--- config.mk ---
export PLATFORM = sky130hd
export DESIGN_NAME = tug_referee
export DESIGN_NICKNAME = d
export VERILOG_FILES = /design/src/rtl/tug_pkg.sv /design/src/rtl/key_edge.sv /design/src/rtl/tug_referee.sv
export SDC_FILE = /design/constraint.sdc
export NUM_CORES = 1
export LEC_CHECK = 0
export CORE_MARGIN = 10
export CORE_UTILIZATION = 40
export CTS_CLUSTER_DIAMETER = 200
export DETAILED_ROUTE_END_ITERATION = 8
export PLACE_DENSITY = 0.68
export SYNTH_ARGS = -nofsm -noshare
export SYNTH_HDL_FRONTEND = slang
export SYNTH_SLANG_ARGS = --single-unit
--- constraint.sdc ---
create_clock -name clk -period 2.91 [get_ports clk]
set_clock_uncertainty 0.2 [all_clocks]
set_input_delay 0.582 -clock clk [delete_from_list [all_inputs] [get_ports clk]]
set_output_delay 0.582 -clock clk [all_outputs]
set_load 0.05 [all_outputs]
--- src/rtl/tug_pkg.sv ---
// rtl/tug_pkg.sv - shared states, winner codes and field width for the tug-of-war referee
package tug_pkg;

    localparam int N_LIGHTS_DEFAULT = 9;

    typedef enum logic [1:0] {
        PLAY        = 2'd0,
        WIN_HOLD    = 2'd1,
        RESET_FIELD = 2'd2,
        GAME_OVER   = 2'd3
    } state_e;

    localparam logic [1:0] WIN_NONE = 2'b00;
    localparam logic [1:0] WIN_P1   = 2'b01;
    localparam logic [1:0] WIN_P2   = 2'b10;

endpackage

--- src/rtl/key_edge.sv ---
// rtl/key_edge.sv - three-flop synchroniser for a raw key with a one-cycle rising-edge output
module key_edge (
    input  logic clk,
    input  logic reset,
    input  logic key,
    output logic rise
);

    logic [2:0] sync_q;
    logic [2:0] sync_d;

    always_comb begin
        sync_d = {sync_q[1:0], key};
    end

    always_ff @(posedge clk) begin
        if (reset) begin
            sync_q <= 3'b000;
        end else begin
            sync_q <= sync_d;
        end
    end

    // sync_q[0] is the metastability stage and is never looked at directly
    assign rise = sync_q[1] & ~sync_q[2];

endmodule

--- src/rtl/tug_referee.sv ---
// rtl/tug_referee.sv - match controller: key arbitration, round wins, scores and field reset sequencing
module tug_referee #(
    parameter int N_LIGHTS    = tug_pkg::N_LIGHTS_DEFAULT,
    parameter int SCORE_W     = 3,
    parameter int SCORE_MAX   = 7,
    parameter int HOLD_CYCLES = 4
) (
    input  logic                clk,
    input  logic                reset,
    input  logic                key_p1,
    input  logic                key_p2,
    input  logic [N_LIGHTS-1:0] lights,
    output logic                p1_move,
    output logic                p2_move,
    output logic                field_reset,
    output logic [SCORE_W-1:0]  p1_score,
    output logic [SCORE_W-1:0]  p2_score,
    output logic [1:0]          winner,
    output logic                game_over
);

    import tug_pkg::*;

    localparam int CNT_W = (HOLD_CYCLES > 1) ? $clog2(HOLD_CYCLES) : 1;
    localparam logic [CNT_W-1:0]   HOLD_LAST = CNT_W'(HOLD_CYCLES - 1);
    localparam logic [CNT_W-1:0]   CNT_ONE   = CNT_W'(1);
    localparam logic [SCORE_W-1:0] SCORE_TOP = SCORE_W'(SCORE_MAX);
    localparam logic [SCORE_W-1:0] SCORE_ONE = SCORE_W'(1);

    logic e1;
    logic e2;
    logic acc_p1;
    logic acc_p2;
    logic unused_lights;

    state_e             state_q, state_d;
    logic [CNT_W-1:0]   cnt_q, cnt_d;
    logic [SCORE_W-1:0] p1_score_q, p1_score_d;
    logic [SCORE_W-1:0] p2_score_q, p2_score_d;
    logic [1:0]         winner_q, winner_d;
    logic               p1_move_q, p1_move_d;
    logic               p2_move_q, p2_move_d;
    logic [SCORE_W-1:0] win_score;

    key_edge u_edge_p1 (
        .clk   (clk),
        .reset (reset),
        .key   (key_p1),
        .rise  (e1)
    );

    key_edge u_edge_p2 (
        .clk   (clk),
        .reset (reset),
        .key   (key_p2),
        .rise  (e2)
    );

    // Simultaneous edges cancel each other out
    assign acc_p1 = e1 & ~e2;
    assign acc_p2 = e2 & ~e1;

    // Only the goal ends matter; interior lights are ignored
    assign unused_lights = ^lights[N_LIGHTS-2:1];

    always_comb begin
        state_d    = state_q;
        cnt_d      = cnt_q;
        p1_score_d = p1_score_q;
        p2_score_d = p2_score_q;
        winner_d   = winner_q;
        p1_move_d  = 1'b0;
        p2_move_d  = 1'b0;
        win_score  = (winner_q == WIN_P1) ? p1_score_q : p2_score_q;

        unique case (state_q)
            PLAY: begin
                if (acc_p1) begin
                    if (lights[N_LIGHTS-1]) begin
                        p1_score_d = (p1_score_q == SCORE_TOP) ? p1_score_q : p1_score_q + SCORE_ONE;
                        winner_d   = WIN_P1;
                        cnt_d      = '0;
                        state_d    = WIN_HOLD;
                    end else begin
                        p1_move_d = 1'b1;
                    end
                end else if (acc_p2) begin
                    if (lights[0]) begin
                        p2_score_d = (p2_score_q == SCORE_TOP) ? p2_score_q : p2_score_q + SCORE_ONE;
                        winner_d   = WIN_P2;
                        cnt_d      = '0;
                        state_d    = WIN_HOLD;
                    end else begin
                        p2_move_d = 1'b1;
                    end
                end
            end
            WIN_HOLD: begin
                cnt_d = cnt_q + CNT_ONE;
                if (cnt_q == HOLD_LAST) begin
                    if (win_score == SCORE_TOP) begin
                        state_d = GAME_OVER;
                    end else begin
                        // Winner clears as the field reset begins
                        winner_d = WIN_NONE;
                        state_d  = RESET_FIELD;
                    end
                end
            end
            RESET_FIELD: begin
                state_d = PLAY;
            end
            GAME_OVER: begin
                state_d = GAME_OVER;
            end
            default: begin
                state_d = PLAY;
            end
        endcase
    end

    always_ff @(posedge clk) begin
        if (reset) begin
            state_q    <= PLAY;
            cnt_q      <= '0;
            p1_score_q <= '0;
            p2_score_q <= '0;
            winner_q   <= WIN_NONE;
            p1_move_q  <= 1'b0;
            p2_move_q  <= 1'b0;
        end else begin
            state_q    <= state_d;
            cnt_q      <= cnt_d;
            p1_score_q <= p1_score_d;
            p2_score_q <= p2_score_d;
            winner_q   <= winner_d;
            p1_move_q  <= p1_move_d;
            p2_move_q  <= p2_move_d;
        end
    end

    assign p1_move     = p1_move_q;
    assign p2_move     = p2_move_q;
    assign p1_score    = p1_score_q;
    assign p2_score    = p2_score_q;
    assign winner      = winner_q;
    assign game_over   = (state_q == GAME_OVER);
    assign field_reset = reset | (state_q == RESET_FIELD);

endmodule
==> run_results.csv <==
group,metric,value,unit
run_status,status,"completed",
worst_setup_path,path_max_fanout,12,
clock_network,clock-sinks,20,
logic_synthesis,synth_top_family_by_area,"simple AND/OR/NAND/NOR gates",
die,num_rows,17,
global_routing,grt_overflow,0,
clock_network,cts_inserted_buffers,3,
worst_setup_path,reg2reg_from,"u_edge_p1.sync_q[1]",
pwr,switching_share,0.239,
worst_setup_path,reg2reg_depth,6,
pwr,net-switching-power,0.122,mW
finish,drive_above_1_share,0.0690,
logic_synthesis,synthArstFlopShare,0,
worst_setup_path,critical-path-slowest-cell,"clkdlybuf4s50_1",
pwr,comb_power_share,0.135,
die,initial_core_util,0.417,
timing,period_share,0.894,
global_routing,grt_usage,0.0879,
pwr,p_int,0.389,mW
die,ios,25,
worst_setup_path,critPathMaxStageDelay,0.80,ns
logic_synthesis,synth_area_leaders,"dfxtp_1 43%, ha_1 11%, nor2b_1 6.1%",
worst_setup_path,worstPathBufferInverterCount,1,
timing,layout_min_cycle_time,2.60,ns
timing,whs,0.247,ns
clock_network,hold_buffers,0,
detailed_routing,wl_per_cell,12.5,um
clock_network,clockRootBuffer,"clkbuf_4",
logic_synthesis,synthAdderAreaFrac,0.109,
logic_synthesis,ys_ff_latch,20,
run,max_cap_viol_count,0,
hold_path,hp-start,"u_edge_p2.sync_q[0]",
worst_setup_path,reg2reg_to,"p2_score[2]",
worst_setup_path,end_kind,"output port",
detailed_routing,drtAntennaViolNets,0,
worst_setup_path,required,2.13,ns
logic_synthesis,synth_most_common_cell,"dfxtp_1",
pwr,ir_worst_vdd,327,uV
logic_synthesis,synth_xor_xnor_area_share,0.0190,
timing,max_freq,384,MHz
worst_setup_path,worstSetupPathType,"reg -> out",
global_routing,grt_pass1_vias,740,
timing,fin_setup_tns,0,ns
clock_network,clock_path_buffers,2,
logic_synthesis,synth_compound_area_frac,0.0855,
pwr,clkPwrFrac,0.305,
clock_network,path_clk_slew,0.10,ns
detailed_routing,vias_per_cell,5.15,
detailed_routing,vias,742,
hold_path,hold_depth,1,
clock_network,ctsResizeCount,0,
clock_network,cts_tree,"built",
timing,hold_viol,0,
worst_setup_path,cp_top_family,"buffers and inverters",
timing,setup_viol,0,
worst_setup_path,rrSetupSlack,0.93,ns
logic_synthesis,synth_top_area_share,0.434,
logic_synthesis,yosysSeqAreaShare,0.434,
logic_synthesis,synthMuxAreaShare,0.0434,
logic_synthesis,synth_top_cells_by_count,"20 x dfxtp_1, 11 x nor2_1, 9 x nor2b_1, 8 x ha_1, 5 x a21oi_1",
logic_synthesis,syn_avg_cell_area,9.41,um2
logic_synthesis,yosys_warnings,0,
global_routing,grt_pass1_wl,3150,um
die,die_w,68.0,um
die,coreArea,0.00221,mm2
finish,area_growth,26.7,%
hold_path,hp-class,"reg -> reg",
pwr,power.total,0.511,mW
global_routing,antenna_found_initial,0,
pwr,pwr-share-seq,0.560,
logic_synthesis,ys_types,30,
timing,final_max_slew_viol_count,0,
placement,io_buffer_count,17,
logic_synthesis,synthSimpleGateAreaFrac,0.271,
logic_synthesis,syn_inst,98,
timing,worstMarginPinSlew,0.515,ns
finish,diodes,0,
clock_network,clock_latency,0.29,ns
placement,gp_congestion,0.710,
logic_synthesis,synth-edff-count,0,
hold_path,hold_end,"u_edge_p2.sync_q[1]",
logic_synthesis,ys.flop_type,"dfxtp_1",
detailed_routing,drcViolationCount,0,
detailed_routing,finalWirelength,1800,um
logic_synthesis,synth_top_area_cell,"dfxtp_1",
placement,dpl.hpwl,1400,um
detailed_routing,dr.pass1.iters,4,
worst_setup_path,crit_arrival,1.82,ns
timing,max-slew-margin-rel,0.655,
die,die-area,0.00463,mm2
finish,fin_nets,138,
logic_synthesis,synth_nets,119,
worst_setup_path,worstSetupStartpointType,"flop",
pwr,p_leak,0.498,nW
pwr,power.density,437,mW/mm2
clock_network,post-cts-setup-buffers,0,
global_routing,grt_start_max_net_pins,21,
logic_synthesis,synthesis.area,922,um2
die,die_y,68.0,um
clock_network,htreeDepth,1,
detailed_routing,drtIter0Drc,17,
timing,rsz0062_at_grt,"false",
worst_setup_path,worstPathCellList,"and2_1 -> clkdlybuf4s50_1",
[worst max path at each step]
stage	startpoint	endpoint	cells past startpoint
finish	state_q[1]	game_over	2
global route	state_q[1]	game_over	2
CTS	state_q[1]	game_over	2
detailed placement	state_q[1]	game_over	2
global placement	lights[0]	winner[1]	5
floorplan	p2_score[0]	p2_score[2]	6
[cells by family after synthesis]
kind of cell | Yosys count
xor+xnor | 2
fa+ha+maj | 8
compound gates | 12
buf+inv | 9
simple gates | 43
flops | 20
mux | 4
[per-layer routing]
metal	track usage	vias up	share of wire
li1	-	377	-
met1	0.0993	341	0.45
met2	0.138	20	0.44
met3	0.0424	4	0.097
met4	0.0377	0	0.013
met5	0	-	0
[registers in the layout (all words and copies together) (netlist names)]
register and count:
cnt_q 2, p1_move 1, p2_move 1, u_edge_p1.sync_q 3, p2_score 3, u_edge_p2.sync_q 3, winner 2, p1_score 3
state_q 2
[layout by cell type, fill, tap and decap left out, types with 3 or more instances in the layout]
master	count
dfxtp_1	20
clkdlybuf4s50_1	16
nor2_1	11
nor2b_1	9
ha_1	8
a21oi_1	5
nand2b_1	4
inv_1	4
mux2i_1	4
nor3_1	4
clkbuf_4	3
[final cells by class]
| cell class | count | area [um2] |
|---|---|---|
| clock buffer | 4 | 36.3 |
| fill | 218 | 1040 |
| inverter | 4 | 15.0 |
| multi-input combinational | 69 | 487 |
| sequential | 20 | 400 |
| tap | 28 | 35.0 |
| timing repair buffer | 19 | 195 |
[worst reg2reg max path, stage by stage (launching register included)]
cell and delay [ns]:
dfxtp_1 0.32, nor2b_1 0.15, ha_1 0.22, nand2b_1 0.16, or4b_1 0.60, mux2i_1 0.18
nor2_1 0.05
[metrics by stage]
step / utilization / std cells / area (um2) / worst slack, ns
4_1_cts: 0.528 / 144 / 1170 / 0.287
2_1_floorplan: - / 98 / 922 / 0.829
5_1_grt: 0.528 / 144 / 1170 / 0.216
3_3_place_gp: 0.512 / 140 / 1130 / 0.648
6_report: 0.528 / 144 / 1170 / 0.308
3_5_place_dp: 0.512 / 140 / 1130 / 0.636
[power groups by stage]
stage / registers, mW / logic (mW) / clock network, mW
after global placement: 0.292 / 0.0680 / 0
after CTS: 0.286 / 0.0697 / 0.165
after global routing: 0.288 / 0.0759 / 0.180
final: 0.286 / 0.0689 / 0.156
after detailed placement: 0.293 / 0.0693 / 0
after floorplan: 0.301 / 0.0362 / 0
(Power assumes the default switching activity.)
